### config.mk
export PLATFORM = sky130hd
export DESIGN_NAME = hazard_scoreboard
export DESIGN_NICKNAME = d
export VERILOG_FILES = /design/src/rtl/hazard_scoreboard_pkg.sv /design/src/rtl/hazard_scoreboard_operand_check.sv /design/src/rtl/hazard_scoreboard.sv
export SDC_FILE = /design/constraint.sdc
export NUM_CORES = 1
export LEC_CHECK = 0
export BUFFER_PORTS_ARGS = -buffer_cell sky130_fd_sc_hd__buf_2
export CORE_MARGIN = 2
export CORE_UTILIZATION = 45
export DETAILED_ROUTE_END_ITERATION = 8
export MAX_ROUTING_LAYER = met4
export PLACE_DENSITY = 0.83
export SYNTH_ARGS = -nofsm -noshare
export SYNTH_HDL_FRONTEND = slang
export SYNTH_SLANG_ARGS = --single-unit
### constraint.sdc
create_clock -name clk -period 2.9 [get_ports clk]
set_clock_uncertainty 0.05 [all_clocks]
set_input_delay 0.435 -clock clk [delete_from_list [all_inputs] [get_ports clk]]
set_output_delay 0.435 -clock clk [all_outputs]
set_load 0.05 [all_outputs]
### src/rtl/hazard_scoreboard_pkg.sv
// Shared types and constants for the register-write hazard scoreboard:
// forwarding select codes, result source codes, Tnew/Tuse classes and the per-stage entry.
package hazard_scoreboard_pkg;

    typedef enum logic [1:0] {
        FWD_RF = 2'b00,
        FWD_E  = 2'b01,
        FWD_M  = 2'b10,
        FWD_W  = 2'b11
    } fwd_sel_e;

    typedef enum logic [1:0] {
        SRC_ALU  = 2'b00,
        SRC_MEM  = 2'b01,
        SRC_PC8  = 2'b10,
        SRC_NONE = 2'b11
    } src_e;

    // Tnew is counted from entry into E; Tuse is counted from D.
    localparam logic [1:0] TNEW_JAL    = 2'd0;
    localparam logic [1:0] TNEW_ALU    = 2'd1;
    localparam logic [1:0] TNEW_LOAD   = 2'd2;
    localparam logic [1:0] TUSE_BRANCH = 2'd0;
    localparam logic [1:0] TUSE_ALU    = 2'd1;
    localparam logic [1:0] TUSE_STORE  = 2'd2;

    typedef struct packed {
        logic       valid;
        logic [4:0] dst;
        logic [1:0] tnew;
        logic [1:0] src;
    } entry_t;

    function automatic entry_t bubble_entry();
        entry_t e;
        e.valid = 1'b0;
        e.dst   = 5'd0;
        e.tnew  = 2'd0;
        e.src   = SRC_NONE;
        return e;
    endfunction

    function automatic entry_t age_entry(input entry_t e_in);
        entry_t e;
        e = e_in;
        if (e_in.tnew == 2'd0) begin
            e.tnew = 2'd0;
        end else begin
            e.tnew = e_in.tnew - 2'd1;
        end
        return e;
    endfunction

endpackage

### src/rtl/hazard_scoreboard_operand_check.sv
// Per-operand hazard resolution: finds the youngest in-flight writer of the
// operand and applies the Tnew/Tuse rule to choose stall or a forwarding stage.
module hazard_operand_check
    import hazard_scoreboard_pkg::*;
(
    input  logic [4:0] addr,
    input  logic       used,
    input  logic [1:0] tuse,
    input  entry_t     e_entry,
    input  entry_t     m_entry,
    input  entry_t     w_entry,
    output logic       op_stall,
    output logic [1:0] sel
);

    logic       checked_s;
    logic       hit_e_s;
    logic       hit_m_s;
    logic       hit_w_s;
    logic       found_s;
    logic [1:0] cand_tnew_s;
    logic [1:0] cand_code_s;

    // Per-stage address match; register 0 is never a real dependency.
    always_comb begin
        checked_s = used && (addr != 5'd0);
        hit_e_s   = checked_s && e_entry.valid && (e_entry.dst == addr);
        hit_m_s   = checked_s && m_entry.valid && (m_entry.dst == addr);
        hit_w_s   = checked_s && w_entry.valid && (w_entry.dst == addr);
    end

    // Youngest match wins, even if an older matching stage is already ready.
    always_comb begin
        found_s     = 1'b0;
        cand_tnew_s = 2'd0;
        cand_code_s = FWD_RF;
        if (hit_e_s) begin
            found_s     = 1'b1;
            cand_tnew_s = e_entry.tnew;
            cand_code_s = FWD_E;
        end else if (hit_m_s) begin
            found_s     = 1'b1;
            cand_tnew_s = m_entry.tnew;
            cand_code_s = FWD_M;
        end else if (hit_w_s) begin
            found_s     = 1'b1;
            cand_tnew_s = w_entry.tnew;
            cand_code_s = FWD_W;
        end else begin
            found_s     = 1'b0;
            cand_tnew_s = 2'd0;
            cand_code_s = FWD_RF;
        end
    end

    // Tnew/Tuse decision; 0 < tnew <= tuse leaves the later-stage mux to pick the value up.
    always_comb begin
        op_stall = 1'b0;
        sel      = FWD_RF;
        if (!found_s) begin
            op_stall = 1'b0;
            sel      = FWD_RF;
        end else if (cand_tnew_s > tuse) begin
            op_stall = 1'b1;
            sel      = FWD_RF;
        end else if (cand_tnew_s == 2'd0) begin
            op_stall = 1'b0;
            sel      = cand_code_s;
        end else begin
            op_stall = 1'b0;
            sel      = FWD_RF;
        end
    end

endmodule

### src/rtl/hazard_scoreboard.sv
// Tracks in-flight register writes through E/M/W and resolves D-stage
// operand hazards into stall/forward decisions, with a saturating stall counter.
module hazard_scoreboard
    import hazard_scoreboard_pkg::*;
#(
    parameter int CNT_W = 32
)
(
    input  logic             clk,
    input  logic             reset,
    input  logic             flush,
    input  logic [4:0]       issue_dst,
    input  logic [1:0]       issue_tnew,
    input  logic [1:0]       issue_src,
    input  logic [4:0]       rs_addr,
    input  logic             rs_used,
    input  logic [1:0]       rs_tuse,
    input  logic [4:0]       rt_addr,
    input  logic             rt_used,
    input  logic [1:0]       rt_tuse,
    output logic             stall,
    output logic [1:0]       fwd_rs_sel,
    output logic [1:0]       fwd_rt_sel,
    output logic [1:0]       e_src,
    output logic [1:0]       m_src,
    output logic [1:0]       w_src,
    output logic [CNT_W-1:0] stall_count
);

    entry_t           e_r;
    entry_t           m_r;
    entry_t           w_r;
    entry_t           e_next_s;
    logic             rs_stall_s;
    logic             rt_stall_s;
    logic             stall_s;
    logic [CNT_W-1:0] cnt_r;

    hazard_operand_check u_rs_check (
        .addr     (rs_addr),
        .used     (rs_used),
        .tuse     (rs_tuse),
        .e_entry  (e_r),
        .m_entry  (m_r),
        .w_entry  (w_r),
        .op_stall (rs_stall_s),
        .sel      (fwd_rs_sel)
    );

    hazard_operand_check u_rt_check (
        .addr     (rt_addr),
        .used     (rt_used),
        .tuse     (rt_tuse),
        .e_entry  (e_r),
        .m_entry  (m_r),
        .w_entry  (w_r),
        .op_stall (rt_stall_s),
        .sel      (fwd_rt_sel)
    );

    assign stall_s = rs_stall_s | rt_stall_s;

    // Stall and flush collapse into a single bubble entering E.
    always_comb begin
        e_next_s = bubble_entry();
        if (stall_s || flush) begin
            e_next_s = bubble_entry();
        end else begin
            e_next_s.valid = (issue_dst != 5'd0);
            e_next_s.dst   = issue_dst;
            e_next_s.tnew  = issue_tnew;
            e_next_s.src   = issue_src;
        end
    end

    // Write-descriptor shift pipeline E -> M -> W with Tnew counting down.
    always_ff @(posedge clk or posedge reset) begin
        if (reset) begin
            e_r <= bubble_entry();
            m_r <= bubble_entry();
            w_r <= bubble_entry();
        end else begin
            e_r <= e_next_s;
            m_r <= age_entry(e_r);
            w_r <= age_entry(m_r);
        end
    end

    // Saturating stall-cycle counter.
    always_ff @(posedge clk or posedge reset) begin
        if (reset) begin
            cnt_r <= {CNT_W{1'b0}};
        end else if (stall_s && (cnt_r != {CNT_W{1'b1}})) begin
            cnt_r <= cnt_r + {{(CNT_W-1){1'b0}}, 1'b1};
        end else begin
            cnt_r <= cnt_r;
        end
    end

    assign stall       = stall_s;
    assign e_src       = e_r.src;
    assign m_src       = m_r.src;
    assign w_src       = w_r.src;
    assign stall_count = cnt_r;

endmodule
* Word level (Yosys, flattened, before mapping)
Cells that the tools add are included.
W data, S select, Z words.
** Word-level totals
- Register bits after elaboration :: 62
- Word-level logic and storage cells :: 80
** Operators by class
- Reduce and logical (&&, ||, !) cells :: 23
- Multiplexer cells :: 31
- Equal/unequal tests :: 7
- Bitwise operators :: 1
- Add/sub/neg operators :: 3
- $lt $le $gt $ge :: 2
** Operators with widths (number)
- $mux W2 :: 20
- $add A32 B1 Y32 const B :: 1
- $ne A32 B32 Y1 const B :: 1
- $eq A5 B5 Y1 :: 6
- $logic_and A1 B1 Y1 :: 15
- $reduce_bool A5 Y1 :: 3
- $mux W1 :: 10
- $mux W10 :: 1
- $logic_not A2 Y1 :: 4
- $gt A2 B2 Y1 :: 2
- $sub A2 B1 Y2 const B :: 2
- $logic_or A1 B1 Y1 :: 1
- $or A1 B1 Y1 :: 1

* Longest topological paths before layout
- Depth after elaboration :: 13
- Mapped depth :: 14
- Mapped depth without buffers :: 13

* Modules after synthesis
From an unflattened synthesis, not the netlist that was laid out.
** Second synthesis, totals
- Cells, all modules :: 299
- Area, all modules :: 3205.6 um^2
** Modules (own cells, without submodules)
- hazard_scoreboard :: seq. area each 1559.0 um^2, area each 2449.8 um^2, times used 1, cells each 199
- hazard_operand_check :: seq. area each 0.0 um^2, area each 377.9 um^2, times used 2, cells each 50

* Worst setup path after synthesis
Ideal clock, no wire load.
- Kind :: input to output
- Start :: in rt_addr[0]
- End :: out fwd_rt_sel[0]
- Stages :: 9
- Arrival :: 4.550 ns
- Setup slack :: -2.135 ns
- Cells stage by stage :: or4_1 o21ai_2 nor3_2 nand3b_1 a31oi_1 ha_1 a21oi_1 a21oi_1 a2111oi_0
** On the way
- Cells in the longest elaborated chain, start to end :: 11
** Ends and longest elaborated chain
- from (decl) :: RTL line hazard_scoreboard.sv:18 : input logic [4:0] rt_addr,
- $reduce_bool A5 Y1 :: RTL line hazard_scoreboard_operand_check.sv:26 : checked_s = used && (addr != 5'd0);
- $logic_and A1 B1 Y1 :: RTL line hazard_scoreboard_operand_check.sv:26
- $logic_and A1 B1 Y1 (2 in a row) :: RTL line hazard_scoreboard_operand_check.sv:29 : hit_w_s = checked_s && w_entry.valid && (w_entry.dst == addr);
- $mux W2 :: RTL line hazard_scoreboard_operand_check.sv:45 : end else if (hit_w_s) begin
- $mux W2 :: RTL line hazard_scoreboard_operand_check.sv:41 : end else if (hit_m_s) begin
- $mux W2 :: RTL line hazard_scoreboard_operand_check.sv:37 : if (hit_e_s) begin
- $logic_not A2 Y1 :: RTL line hazard_scoreboard_operand_check.sv:66 : end else if (cand_tnew_s == 2'd0) begin
- $mux W2 :: RTL line hazard_scoreboard_operand_check.sv:66
- $mux W2 :: RTL line hazard_scoreboard_operand_check.sv:63 : end else if (cand_tnew_s > tuse) begin
- $mux W2 * :: RTL line hazard_scoreboard_operand_check.sv:60 : if (!found_s) begin
- to (decl) :: RTL line hazard_scoreboard.sv:23 : output logic [1:0] fwd_rt_sel,
Mark *: on every way between the ends. The rest lies on a longest branch, timed or not.

* Final worst setup path
- Start :: reg e_r[5] in the netlist's numbering
- End :: out stall
** On the way
- Cells in the longest elaborated chain, start to end :: 7
** Ends and longest elaborated chain
- from (decl) :: RTL line hazard_scoreboard.sv:30 : entry_t e_r;
- from (signal assigned) :: RTL line hazard_scoreboard.sv:79 : e_r <= bubble_entry();
- from (signal assigned) :: RTL line hazard_scoreboard.sv:83 : e_r <= e_next_s;
- $eq A5 B5 Y1 :: RTL line hazard_scoreboard_operand_check.sv:27 : hit_e_s = checked_s && e_entry.valid && (e_entry.dst == addr);
- $logic_and A1 B1 Y1 :: RTL line hazard_scoreboard_operand_check.sv:27
- $mux W2 :: RTL line hazard_scoreboard_operand_check.sv:37
- $gt A2 B2 Y1 :: RTL line hazard_scoreboard_operand_check.sv:63
- $mux W1 :: RTL line hazard_scoreboard_operand_check.sv:63
- $mux W1 :: RTL line hazard_scoreboard_operand_check.sv:60
- $or A1 B1 Y1 * :: RTL line hazard_scoreboard.sv:61 : assign stall_s = rs_stall_s | rt_stall_s;
- to (decl) :: RTL line hazard_scoreboard.sv:21 : output logic stall,
Marks and branches as above.

==> impl_metrics.toml <==
[layout]
num_antenna_cells = 0
drive_gt1_share_pct = 51.17
utilization_pct = 69.74
areaGrowthSynthToFinish_pct = 51.62
layout.nets = 457
fin_area_um2 = 5031

[critical_path]
worstSetupStartpointType = "flip-flop"
crit_buf_inv = 5
crit_path_top_delay_cell = "dfrtp_1"
critPathCaptureType = "output pin"
cp_cell_sequence = "xor2_1 > nor4_2 > buf_4 > nand4b_1 > buf_6 > a31oi_2 > inv_1 > ha_4 > inv_2 > a21oi_4 > a21oi_4 > o31ai_4 > nand2_2 > buf_8"
critPathMaxStageDelay_ns = 0.40
cp.required_ns = 2.41
critPathTopFamily = "buffers and inverters"
critPathKind = "flip-flop to output pin"
crit_path_frequent_cell = "a21oi_4"
cp_max_fo = 3
cp.arrival_ns = 2.80

[timing]
hold_viol_final = 0
layout_setup_ws_ns = -0.3891
finalCritPeriodShare_pct = 113.4
rsz0062_at_grt = "true"
min_period_ns = 3.289
worst_pin_slew_ns = 0.5064
setup_viol = 37
fmax_mhz = 304.0
slew_headroom_pct = 66.14
hold_slack_ns = 0.2358
maxSlewViolCount = 0

[route]
ant_nets = 0
route.vias.total = 2817
firstDrtPassIters = 4
drc = 0
vias_per_cell = 5.345
postRouteWirelength_mm = 8.456
routedWlPerCell_um = 16.05
drt_iter0_drc = 112

[grt]
antenna_found_initial = 0
grt_pass1_wl_mm = 14.06
grt_use_total_pct = 22.45
grt_max_degree = 29
grt_pass1_vias = 2922
grt_overflow = 0

[yosys]
yosys_warnings = 0
synth_nets = 346
synth_edf_count = 0
synthFlopType = "dfrtp_1"
synth_seq_cells = 62
synthAdderAreaFrac_pct = 1.885
synthTopCellsByArea = "dfrtp_1, xor2_1, xnor2_1"
yosys.area_share.simple_pct = 17.87
postSynthCellCount = 313
synthMuxAreaShare_pct = 0.3394
synth_top_family_by_area = "simple AND/OR/NAND/NOR gates"
synth_async_sr_flop_share_pct = 100.0
syn_avg_cell_area_um2 = 10.60
synth_xor_area_share_pct = 16.10
syn_area_um2 = 3318
synth_cell_types = 47
synth_top_cell_area_share_pct = 42.23
synth-compound-area-share_pct = 12.10
synth_seq_area_share_pct = 46.98
synth_top_area_cell = "dfrtp_1"

[placement]
dpl-instance-area_um2 = 4511
place_hpwl_mm = 5.989
dpl_worst_slack_ns = -0.5331
io_buffers = 70
gp_congestion = 0.8960

[clocking]
cts.htree.levels = 3
clk_pin_slew_ns = 0.07
clk_path_buf_depth = 2
cts_tree = "built"
clk_latency_ns = 0.34
cts.sinks = 62
clock-root-buffer = "clkbuf_8"
cts_buffers = 9

[pwr]
power_per_cell_area_nw_per_um2 = 408.2
peakVddDrop_mv = 0.3338
p_total_w = 0.002054
power_leakage_nw = 2.249

[die]
rows = 31
fp.coreArea_um2 = 7214
boundaryPins = 71
die_y_um = 89.87
die_width_um = 89.87
initial_core_util_pct = 45.99
dieArea_um2 = 8077

[outcome]
violations = "setup timing"
outcome = "complete, but fails checks"

[run]
drv_cap = 0

[min_path]
min_path_type = "input pin to flip-flop"
[what timing repair did]
action / 4_1_cts / 5_1_grt
cloned: 2 / 0
setup buffers: 3 / 1
hold buffers: 1 / 0
hold endpoints to repair: 14 / 0
endpoints found under the setup margin: 38 / 47
gates resized for setup: 26 / 15
pin swaps: 19 / 17
[logic make-up after synthesis]
kind of cell | after synthesis
simple gates | 101
fa+ha+maj | 5
buf+inv | 33
xor+xnor | 61
compound gates | 50
flops | 62
mux | 1
[metrics by stage]
stage | TNS [ns] | std cells
finish | -9.342 | 527
global route | -15.15 | 527
CTS | -10.37 | 526
detailed placement | -17.18 | 505
global placement | -13.43 | 505
floorplan | -12.79 | 313
[report_power, final]
group          switching (W)  internal, W  total [W]
sequential         0.0000304     0.000900   0.000931
clock               0.000322     0.000523   0.000845
combinational       0.000165     0.000113   0.000278
[Yosys cell counts, drive strengths merged, types with 8 or more instances]
master   number
dfrtp        56
xor2         34
xnor2        27
nand2        22
a211oi       18
buf          13
inv          13
nand4        12
nor3         11
a2111oi       9
nor3b         9
a21oi         8
nand3         8
[path summary, 6_finish.rpt]
path	startpoint	end	slack [ns]	cells after the start
max reg2reg	e_r[5]	stall_count[7]	-0.34	17
max in group asynchronous	reset	stall_count[24]	1.57	4
min reg2reg	m_src[1]	w_src[1]	0.31	0
min in group asynchronous	reset	w_r[9]	0.56	3
max	e_r[5]	stall	-0.39	14
min	issue_src[1]	e_src[1]	0.24	2
[worst reg2reg max path: cells and delay by family (launching register included)]
kind,cells,cell delay (ns)
xor gates and xnor gates,2,0.31
and+or+nand+nor,2,0.43
DFF,1,0.40
adders and majority gates,1,0.16
buffers and inverters,7,0.95
AOI/OAI and AO/OA,5,0.88
[layout by cell type (no fill, tap or decap), types with 9 or more instances in the layout]
cell       netlist  layout
a2111oi_4        0       9
a211oi_2         0      10
buf_2            5      65
buf_4            7      40
clkbuf_8         0      11
dfrtp_1         56      56
inv_1           13       9
nand2_1         22      21
nand4_1         12      12
xnor2_1         27      26
xor2_1          34      34
[per-layer routing]
metal | vias up | track usage, % | part of all wire, %
li1 | 1322 | - | -
met5 | - | - | 0
met2 | 65 | 38.45 | 54
met1 | 1415 | 26.48 | 40
met3 | 15 | 3.269 | 3.2
met4 | 0 | 9.872 | 2.0
[cell type report]
type | count | area, µm²
clock buffers | 11 | 151.4
clock inverters | 4 | 70.07
fillers | 540 | 2183
inverters | 13 | 48.80
multi-input cells | 218 | 2201
flip-flops and latches | 62 | 1559
well taps | 99 | 123.9
repair buffers | 120 | 877.1
[sequential cells by signal, summed over array words and instances, names as in the netlist]
register,cells
e_r,8
e_src,2
m_r,8
m_src,2
stall_count,32
w_r,8
w_src,2
Power figures use the tool's default switching activity.
